==> config.mk <==
export PLATFORM = sky130hd
export DESIGN_NAME = branch_redirect_unit
export DESIGN_NICKNAME = d
export VERILOG_FILES = /design/src/rtl/branch_redirect_unit.sv
export SDC_FILE = /design/constraint.sdc
export NUM_CORES = 1
export LEC_CHECK = 0
export CAP_MARGIN = 10
export CORE_ASPECT_RATIO = 1.2
export CORE_MARGIN = 5
export CORE_UTILIZATION = 50
export CTS_CLUSTER_DIAMETER = 50
export CTS_CLUSTER_SIZE = 25
export DETAILED_ROUTE_END_ITERATION = 16
export PLACE_DENSITY = 0.85
export SLEW_MARGIN = 15
export SYNTH_ARGS = -nofsm -noshare
export SYNTH_HDL_FRONTEND = slang
export SYNTH_SLANG_ARGS = --single-unit
==> constraint.sdc <==
create_clock -name clk -period 3 [get_ports clk]
set_input_delay 0.6 -clock clk [delete_from_list [all_inputs] [get_ports clk]]
set_output_delay 0.6 -clock clk [all_outputs]
set_load 0.05 [all_outputs]
==> src/rtl/branch_redirect_unit.sv <==
// Execute-stage control-transfer resolver: evaluates JAL/JALR/branches,
// issues a registered one-cycle redirect to fetch, squashes the wrong-path
// instructions for a programmable window and produces the JAL/JALR link value.
module branch_redirect_unit #(
  parameter int          FLUSH_CYCLES = 2,
  parameter logic [31:0] RESET_TARGET = 32'h0000_0000
) (
  input  logic        clk,
  input  logic        rst_n,
  input  logic        valid_in,
  input  logic [31:0] pc_in,
  input  logic        is_jal,
  input  logic        is_jalr,
  input  logic        is_branch,
  input  logic [2:0]  funct3,
  input  logic [31:0] rs1_data,
  input  logic [31:0] rs2_data,
  input  logic [31:0] imm,
  output logic        JumpFlag,
  output logic [31:0] JumpAddr,
  output logic        squash,
  output logic        link_valid,
  output logic [31:0] link_data,
  output logic        misalign_err,
  output logic        illegal_br,
  output logic [31:0] taken_count
);

  typedef enum logic [1:0] {IDLE, REDIRECT, FLUSH} state_t;

  // Counter preload for the FLUSH phase; unused when the window is one cycle.
  localparam logic [3:0] FLUSH_LOAD = (FLUSH_CYCLES > 1) ? 4'(FLUSH_CYCLES - 2) : 4'd0;

  state_t      state;
  logic [3:0]  flush_cnt;

  logic        accept;
  logic        sel_jal;
  logic        sel_jalr;
  logic        sel_br;
  logic        br_cond;
  logic        br_reserved;
  logic        taken;
  logic [31:0] target;

  // Anything arriving while a redirect or flush is in progress is wrong-path.
  assign squash = valid_in & (state != IDLE);
  assign accept = valid_in & ~squash;

  // Class decode with priority JAL > JALR > branch.
  assign sel_jal  = is_jal;
  assign sel_jalr = ~is_jal & is_jalr;
  assign sel_br   = ~is_jal & ~is_jalr & is_branch;

  // Branch condition, target and taken decision.
  // NOTE: combinational blocks use blocking '=' and assign every output a
  // default first so no path leaves a value unassigned (which would infer a latch).
  always_comb begin
    br_cond     = 1'b0;
    br_reserved = 1'b0;
    case (funct3)
      3'b000:  br_cond = (rs1_data == rs2_data);
      3'b001:  br_cond = (rs1_data != rs2_data);
      3'b100:  br_cond = ($signed(rs1_data) <  $signed(rs2_data));
      3'b101:  br_cond = ($signed(rs1_data) >= $signed(rs2_data));
      3'b110:  br_cond = (rs1_data <  rs2_data);
      3'b111:  br_cond = (rs1_data >= rs2_data);
      default: br_reserved = 1'b1;
    endcase

    target = pc_in + imm;
    if (sel_jalr) begin
      target = (rs1_data + imm) & ~32'h1;
    end

    taken = sel_jal | sel_jalr | (sel_br & br_cond);
  end

  // Redirect FSM with registered redirect, link, error and counter outputs.
  // NOTE: sequential state uses non-blocking '<=' so every register samples
  // pre-edge values regardless of statement order.
  always_ff @(posedge clk or negedge rst_n) begin
    if (!rst_n) begin
      state        <= IDLE;
      flush_cnt    <= 4'd0;
      JumpFlag     <= 1'b0;
      JumpAddr     <= RESET_TARGET;
      link_valid   <= 1'b0;
      link_data    <= 32'd0;
      misalign_err <= 1'b0;
      illegal_br   <= 1'b0;
      taken_count  <= 32'd0;
    end else begin
      JumpFlag     <= 1'b0;
      link_valid   <= 1'b0;
      misalign_err <= accept & taken & target[1];
      illegal_br   <= accept & sel_br & br_reserved;

      if (accept && (sel_jal || sel_jalr) && !target[1]) begin
        link_valid <= 1'b1;
        link_data  <= pc_in + 32'd4;
      end

      case (state)
        IDLE: begin
          if (accept && taken && !target[1]) begin
            state       <= REDIRECT;
            JumpFlag    <= 1'b1;
            JumpAddr    <= target;
            taken_count <= taken_count + 32'd1;
          end
        end
        REDIRECT: begin
          flush_cnt <= FLUSH_LOAD;
          state     <= (FLUSH_CYCLES > 1) ? FLUSH : IDLE;
        end
        FLUSH: begin
          if (flush_cnt == 4'd0) begin
            state <= IDLE;
          end else begin
            flush_cnt <= flush_cnt - 4'd1;
          end
        end
        default: state <= IDLE;
      endcase
    end
  end

endmodule

==> impl_metrics.yaml <==
clock_tree:
  cts_max_level: 3
  root_buffer: "clkbuf_16"
  cts_sinks: 106
  cts_tree: "done"
  clk_latency_ns: 0.36
  numCtsBuffers: 9
  cts_buffer_depth: 2
  clk_pin_slew_ns: 0.09
placed_design:
  gp_congestion: 0.974
  dp_slack_ns: -1.01
  postPlaceCellArea_mm2: 0.0134
  hpwl_um: 25300
  port_buffers: 237
  dpl.cell_count: 1719
die:
  core_mm2: 0.0176
  initial_core_util_pct: 51.0
  die_width_um: 132
  die_area_mm2: 0.0208
  ioPinCount: 238
  dieHeight_um: 157
  rows: 53
sta:
  fin_skew_ns: 0.0124
  rsz0062_at_grt: "yes"
  setup-violations-final: 63
  whs_ns: 0.241
  setup-tns-final_ns: -10.62
  tightest_slew_ns: 0.704
  fin_ws_ns: -0.379
  slew_headroom_pct: 52.6
  timing.final.crit_period_ns: 3.38
  fin_crit_sh_pct: 113
  drv_slew: 0
  fmax_mhz: 296
  hold_viol_final: 0
logic_synthesis:
  synth_common_cells: "dfrtp_1, nand2_1, nor2_1, ha_1, a21oi_1"
  synth-warning-count: 0
  synth-async-reset-ratio_pct: 100
  yosysTopAreaCell: "dfrtp_1"
  netlist_instances: 1074
  synth_cell_types: 73
  syn-num-nets: 1309
  synth_edf_count: 0
  synth.area.top_cells: "dfrtp_1, ha_1, xnor2_1"
  ys_ff_latch: 106
  synth_top_area_share_pct: 29.5
  ys.flop_type: "dfrtp_1"
  synth_area_mm2: 0.00900
  synth_seq_area_share_pct: 29.5
  yosysMostFrequentCell: "dfrtp_1"
  syn_avg_cell_area_um2: 8.38
drt:
  top_layer: "met5"
  wl_met1_um: 13900
  dr.first_iter.drc_count: 1539
  routed_via_density: 6.43
  wl_per_cell_um: 23.6
  dr.pass1.iters: 8
  drt-total-wl_um: 41800
  route.detailed.drc: 0
  dr_wl_met2_um: 19300
  wl_met3_um: 4790
  ant_nets: 0
  via_count: 11400
worst_setup_path:
  start_kind: "primary input"
  path_max_fanout: 4
  crit_path_end_kind: "register"
  cp.arrival_ns: 3.63
  worstPathRequired_ns: 3.25
  critical_path_class: "in2reg"
pwr:
  p_leak_nw: 6.84
  powerDensity_mw_per_mm2: 567
  p_total_mw: 8.39
  vdd_drop_max_uv: 320
global_route:
  antenna_found_initial: 3
  grtUsageTotal_pct: 35.1
  grt_pass1_wl_um: 58800
  grt_overflow: 0
  grt_max_degree: 64
  grt_pass1_vias: 11300
run_status:
  status: "finished with violations"
  failed_checks: "setup timing"
worst_hold_path:
  holdCritPathClass: "in2async"
layout:
  final_core_util_pct: 83.8
  drive_gt1_share_pct: 33.0
  num-nets-final: 1776
  final_area_mm2: 0.0148
  fin_cells: 1769
  areaGrowthSynthToFinish_pct: 64.3
job:
  maxCapViolCount: 0
-- layer usage --
layer | vias to the layer above | GRT usage [%]
met4 | 2 | 21.4
met1 | 5154 | 40.2
met5 | - | 0
met2 | 1047 | 60.6
li1 | 4806 | -
met3 | 361 | 7.03
-- logic make-up (layout without fill, tap and decap cells) --
kind of cell | Yosys count | after routing | synth area share, %
and+or+nand+nor | 371 | 372 | 20.3
AOI/OAI and AO/OA | 290 | 290 | 20.3
xor gates and xnor gates | 108 | 108 | 10.5
DFF | 106 | 106 | 29.5
adders and majority gates | 98 | 98 | 13.8
buffers and inverters | 88 | 559 | 4.02
muxes | 13 | 13 | 1.56
other | 0 | 3 | 0
-- final timing paths --
path                                start         endpoint  slack, ns  cells past startpoint
max                              pc_in[6]     JumpAddr[27]      -0.38                     13
min                                 rst_n     link_data[1]       0.24                      1
max reg2reg                taken_count[6]  taken_count[31]      -0.23                     10
min reg2reg                   JumpAddr[1]      JumpAddr[1]       0.50                      1
max in group asynchronous           rst_n   taken_count[1]       1.98                      2
min in group clk                 pc_in[0]     link_data[0]       0.49                      2
-- registers in the layout, indices dropped and copies added (netlist names) --
| register | count |
|---|---|
| state | 2 |
| link_data | 32 |
| flush_cnt | 4 |
| taken_count | 32 |
| JumpAddr | 32 |
| link_valid | 1 |
| illegal_br | 1 |
| misalign_err | 1 |
| JumpFlag | 1 |
-- cell usage in the layout (no fill, tap or decap), types with 12 or more instances in the layout --
| cell | instances |
|---|---|
| a21o_1 | 43 |
| a21oi_1 | 78 |
| a21oi_2 | 12 |
| a31oi_1 | 18 |
| and3_1 | 17 |
| buf_2 | 30 |
| buf_4 | 238 |
| buf_6 | 22 |
| clkdlybuf4s50_1 | 135 |
| dfrtp_1 | 106 |
| dlygate4sd2_1 | 35 |
| ha_1 | 53 |
| ha_4 | 43 |
| inv_1 | 28 |
| inv_2 | 23 |
| nand2_1 | 101 |
| nand3_1 | 34 |
| nand4_1 | 20 |
| nor2_1 | 77 |
| nor2_4 | 17 |
| nor3_1 | 20 |
| o21ai_0 | 52 |
| xnor2_1 | 53 |
| xor2_1 | 52 |
-- power breakdown --
group          switching, mW  total, mW  internal (mW)
clock                  0.604       1.20          0.601
combinational           3.08       4.98           1.89
sequential             0.363       2.21           1.84
total                   4.05       8.39           4.34
-- what timing repair did --
item	4_1_cts	5_1_grt
resized for setup	358	117
cloned	1	1
pin swaps	78	53
endpoints found under the setup margin	66	64
buffers inserted	22	7
hold buffers	0	0
-- area by class of cell --
type | count | area (um2)
Timing Repair inverter | 1 | 8.76
Antenna cell | 3 | 7.51
Timing Repair Buffer | 484 | 4150
Multi-Input combinational cell | 881 | 7140
Tap cell | 220 | 275
Clock inverter | 5 | 45.0
Inverter | 58 | 258
Sequential cell | 106 | 2650
Clock buffer | 11 | 243
Fill cell | 890 | 2860
-- worst max-delay path: stages --
cell and delay (ns):
clkdlybuf4s50_1 0.53, ha_1 0.25, buf_4 0.14, inv_1 0.05, a21oi_1 0.26, and2_1 0.35, a22oi_2 0.13, or3_4 0.39
a211oi_2 0.31, o41ai_2 0.12, xnor2_1 0.16, a21oi_1 0.22, o21ai_0 0.10
(Power assumes the default switching activity.)
==> RTL edit 1, RTL diff (config.mk and constraints unchanged) <==
Put one more register stage on the output `taken_count`, cleared by the reset. The value now appears one clock later. The other outputs are not delayed to match.
--- a/src/rtl/branch_redirect_unit.sv
+++ b/src/rtl/branch_redirect_unit.sv
@@ -32,2 +32,4 @@
   localparam logic [3:0] FLUSH_LOAD = (FLUSH_CYCLES > 1) ? 4'(FLUSH_CYCLES - 2) : 4'd0;
+
+  logic [31:0] taken_count_s0;
 
@@ -91,3 +93,3 @@
       illegal_br   <= 1'b0;
-      taken_count  <= 32'd0;
+      taken_count_s0 <= 32'd0;
     end else begin
@@ -109,3 +111,3 @@
             JumpAddr    <= target;
-            taken_count <= taken_count + 32'd1;
+            taken_count_s0 <= taken_count_s0 + 32'd1;
           end
@@ -128,2 +130,10 @@
 
+  always_ff @(posedge clk or negedge rst_n) begin
+    if (!rst_n) begin
+      taken_count <= '0;
+    end else begin
+      taken_count <= taken_count_s0;
+    end
+  end
+
 endmodule
Function: changed (Yosys sat finds a counterexample within 4 cycles, from zero or initial values and one cycle with rst_n low).
==> RTL edit 1 against the original RTL <==
- the flow still finishes with violations (setup timing)
- fmax rose by 8.8%
- area after synthesis up 9.7%
- sequential cell count grew 32
- worst setup slack improved by 0.27 ns
- routed wire length down 3.0%
- total power grew 17%
- die area up 9.0%
- final area grew 9.9%
- clock power up 83%
- register-to-register slack better by 0.22 ns
- critical path depth shrank 2
- utilization is 0.36 points lower
==> RTL edit 1: results (changes against the original RTL) <==
| Metric | Value |
|---|---|
| Post-Route M1 WL | 14.6 mm (+5.0%) |
| Synth unique cells | 71 (-2.7%) |
| Initial antenna violation count | 2 (-1) |
| Synth cell count leaders | 138 x dfrtp_1, 132 x nand2_1, 96 x ha_1 |
| Cell Count, Final, Fillers Out | 1,890 (+6.8%) |
| Root Buffer | clkbuf_16 |
| CTS Buf Count | 17 (+8) |
| Routed met3 length | 3.07 mm (-36%) |
| Global-route met2 utilization | 0.581 (-0.0254) |
| Vias in the first global route | 11,500 (+2.5%) |
| Setup WS pre-CTS | -1.12 ns (-0.108 ns) |
| Clock skew after layout | 0.0118 ns (-0.000545 ns) |
| First drt pass iteration count | 6 (-2) |
| Starting DRT DRC Count | 1,013 (-34%) |
| Final wirelength | 40.5 mm (-3.0%) |
| Outcome | finished with violations |
| Post-Syn Instances | 1,136 (+5.8%) |
| Gp weighted congestion | 0.971 (-0.36%) |
| Worst IR Drop VDD | 0.000691 V (+120%) |
| Fill cells | 1,108 (+24%) |
| Warnings, synthesis | 0 (unchanged) |
| # setup viols final | 45 (-29%) |
| Clk_lat worst skew | 0.44 ns (+0.08 ns) |
| Final Worst Setup Slack | -0.107 ns (+0.272 ns) |
| Dpl hpwl | 27.3 mm (+7.7%) |
| Pin count of the biggest net entering global routing | 66 (+3.1%) |
| Leakage | 7.36 nW (+7.6%) |
| Clk slew on worst S/H paths | 0.07 ns (-0.02 ns) |
| Placed Cells | 1,824 (+6.1%) |
| Met1 usage in global routing | 0.360 (-0.0414) |
| CP max FO | 17 (+13) |
| H-tree depth | 4 (+1) |
| Met3 Resource Use GR | 0.0681 (-0.00219) |
| Gr usage total | 0.325 (-0.0256) |
| Sequential share of the synthesized area | 0.350 (+0.0550) |
| R2R cell count | 9 (-1) |
| Routed vias/inst | 6.01 (-6.5%) |
| Relative slew margins | 0.415 (-0.111) |
| WL met2 | 20.3 mm (+5.3%) |
| Layout cells sized above 1 | 0.304 (-0.0258) |
| Failing checks | setup timing |
| Mapped Nets | 1,371 (+4.7%) |
| Most area-consuming cells after synthesis | dfrtp_1 35%, ha_1 12%, xnor2_1 5.8% |
| PortBufs | 237 (unchanged) |
| Crit path DAT | 3.44 ns (-0.19 ns) |
| First-pass GRT wire length | 59.0 mm (+0.45%) |
-- RTL edit 1: cell types whose count changed in the layout (fill, tap and decap cells not counted), moves of 10 or more --
| cell | change |
|---|---|
| nand2_1 | +24 |
| a21oi_1 | -25 |
| nor2_2 | +10 |
| clkbuf_16 | +11 |
| a21o_1 | -18 |
| buf_2 | -23 |
| dfrtp_1 | +32 |
| clkdlybuf4s50_1 | +26 |
-- RTL edit 1: timing repair --
item | 4_1_cts | 5_1_grt
gates resized for setup | 248 | 140
pin swaps | 65 | 55
cloned | 3 | 4
setup buffers | 18 | 12
endpoints found under the setup margin | 67 | 64
hold buffers | 0 | 0
-- RTL edit 1: worst max-delay path, cell delays in order --
cell and delay, ns:
clkdlybuf4s15_1 0.23, ha_2 0.34, nand4_1 0.20, a2111o_1 0.47
a31oi_2 0.20, a211o_1 0.20, mux2_4 0.34, a31oi_4 0.19
buf_6 0.23, nand4_1 0.17, xnor2_1 0.26
-- RTL edit 1: power by group --
part / internal [mW] / switching (mW)
registers: 2.29 / 0.397
clock network: 1.19 / 0.994
logic: 1.95 / 2.99
total: 5.43 / 4.38
-- RTL edit 1: kinds of logic (layout without fill, tap and decap cells) --
logic type	Yosys count	in the layout	synth area share
AND/OR/NAND/NOR	408	408	0.199
adder cells (fa/ha/maj)	98	98	0.126
buffers and inverters	91	583	0.0366
XOR/XNOR	108	108	0.0958
other	0	1	0
flip-flops	138	138	0.350
AO/OA/AOI/OAI	283	283	0.183
multiplexers	10	10	0.0106
-- RTL edit 1: metrics by stage --
| stage | area [um2] | hold slack, ns | setup TNS (ns) |
|---|---|---|---|
| floorplan | 9880 | 0.304 | 0 |
| global placement | 14100 | 0.386 | -64.14 |
| detailed placement | 14100 | 0.385 | -68.10 |
| CTS | 15500 | 0.199 | 0 |
| global route | 16200 | 0.227 | -9.04 |
| finish | 16200 | 0.183 | -2.00 |
-- RTL edit 1: area by class of cell --
type | instances | area share
multi-input cells | 907 | 0.442
inverters | 57 | 0.0136
clock buffers | 17 | 0.0262
well taps | 261 | 0.0201
repair buffers | 494 | 0.275
diodes | 1 | 0.000154
flip-flops and latches | 138 | 0.213
clock inverters | 15 | 0.0109
-- RTL edit 1: path summary, 6_finish.rpt --
| check | startpoint | end | slack (ns) |
|---|---|---|---|
| max | rs1_data[4] | taken_count_s0[25] | -0.11 |
| min | rst_n | link_data[12] | 0.18 |
| max reg2reg | taken_count_s0[4] | taken_count_s0[31] | -0.01 |
| min reg2reg | taken_count_s0[11] | taken_count[11] | 0.43 |
| max in group asynchronous | rst_n | taken_count_s0[20] | 1.97 |
| min in group clk | taken_count_s0[11] | taken_count[11] | 0.43 |
==> RTL edit 2, RTL diff (same flow settings) <==
Made on the original files. Make the reset (`rst_n`) synchronous in one clocked block.
--- a/src/rtl/branch_redirect_unit.sv
+++ b/src/rtl/branch_redirect_unit.sv
@@ -81,3 +81,3 @@
   // pre-edge values regardless of statement order.
-  always_ff @(posedge clk or negedge rst_n) begin
+  always_ff @(posedge clk) begin
     if (!rst_n) begin
Function: differs if rst_n is asserted again (counterexample within 4 cycles, from zero or initial values and one cycle with rst_n low); with rst_n held inactive, the same outputs for 10 cycles.
==> RTL edit 2 against the original RTL <==
- the flow still finishes with violations (setup timing)
- total power fell by 29%
- final area rose by 3.0%
- count of clock-buffer cells in the layout fell by 2
- combinational power fell by 38%
- routed wire length rose by 8.9%
- register-to-register slack got worse by 0.18 ns
- area after synthesis fell by 2.2%
- via count rose by 11%
- synthesized cell count rose by 5.6%
- worst setup slack got worse by 0.22 ns
- sequential cell count did not move
- critical endpoint is now JumpAddr[12]
- largest power group unchanged
==> RTL edit 2: results (changes against the original RTL) <==
| Metric | Value |
|---|---|
| Synth unique cells | 63 (-14%) |
| Initial antenna violation count | 1 (-2) |
| Dpl hpwl | 25.5 mm (+0.57%) |
| Synth cell count leaders | 106 x dfxtp_1, 102 x a21oi_1, 99 x nor2_1 |
| # setup viols final | 66 (+4.8%) |
| Relative slew margins | 0.425 (-0.101) |
| Starting DRT DRC Count | 1,793 (+17%) |
| Leakage | 6.35 nW (-7.2%) |
| Gr usage total | 0.376 (+0.0250) |
| Layout cells sized above 1 | 0.342 (+0.0124) |
| Share of the synthesized area in the top cell type | 0.241 (-0.0536) |
| Post-synthesis mux area share | 0.0125 (-0.00306) |
| Post-synthesis adder-cell area fraction | 0.141 (+0.00314) |
| Pint | 3.45 mW (-20%) |
| Main flop type after synthesis | dfxtp_1 |
| Failing checks | setup timing |
| Worst setup endpoint | JumpAddr[12] |
| Reg-to-Reg End | taken_count[23] |
| Final Worst Setup Slack | -0.599 ns (-0.220 ns) |
| Synth Area per Inst | 7.76 um2 (-7.4%) |
| Routed wire per std cell | 24.5 um (+3.6%) |
| Outcome | finished with violations |
| Sequential share of the synthesized area | 0.241 (-0.0536) |
| First-pass GRT wire length | 61.7 mm (+5.1%) |
| Via count | 12,600 (+11%) |
| CP startpoint | rs2_data[21] |
| Slowest stage cell, crit path | a2111o_1 |
| Placed standard-cell area | 13,300 um2 (-0.48%) |
| Crit path DAT | 3.80 ns (+0.17 ns) |
| Clock skew after layout | 0.00770 ns (-0.00465 ns) |
| R2r setup slk | -0.41 ns (-0.18 ns) |
==> RTL edit 2: what timing repair did <==
action / 4_1_cts / 5_1_grt
cloned: 6 / 0
hold buffers: 0 / 0
gates resized for setup: 368 / 102
setup endpoints to repair: 67 / 69
pin swaps: 100 / 37
setup buffers: 30 / 23
==> RTL edit 2: worst min-delay path by stage <==
stage / start / end / slack (ns)
floorplan: flush_cnt[0] / flush_cnt[0] / 0.46
global placement: JumpAddr[9] / JumpAddr[9] / 0.44
global route: JumpAddr[2] / JumpAddr[2] / 0.50
CTS: JumpAddr[2] / JumpAddr[2] / 0.47
detailed placement: JumpAddr[2] / JumpAddr[2] / 0.46
finish: JumpAddr[2] / JumpAddr[2] / 0.48
==> RTL edit 2: cell type report <==
class | instances | area share
multi-input cells | 927 | 0.502
inverters | 57 | 0.0149
repair buffers | 533 | 0.306
diodes | 1 | 0.000164
well taps | 220 | 0.0181
clock inverters | 7 | 0.00452
flip-flops and latches | 106 | 0.140
clock buffers | 9 | 0.0148
==> RTL edit 2: power by group through the flow <==
| stage | logic (mW) | registers [mW] | clock network (mW) |
|---|---|---|---|
| after floorplan | 1.01 | 1.98 | 0 |
| after global placement | 2.38 | 1.62 | 0 |
| after detailed placement | 2.44 | 1.62 | 0 |
| after CTS | 2.70 | 1.59 | 1.20 |
| after global routing | 3.21 | 1.61 | 1.25 |
| final | 3.10 | 1.61 | 1.22 |
==> RTL edit 2: layer usage <==
metal  wire length, um  global-route usage  share of wire
met5                 0                   0              0
met4              4210               0.220          0.093
met3              5230              0.0615           0.11
met2             21200               0.646           0.47
met1             14800               0.431           0.33
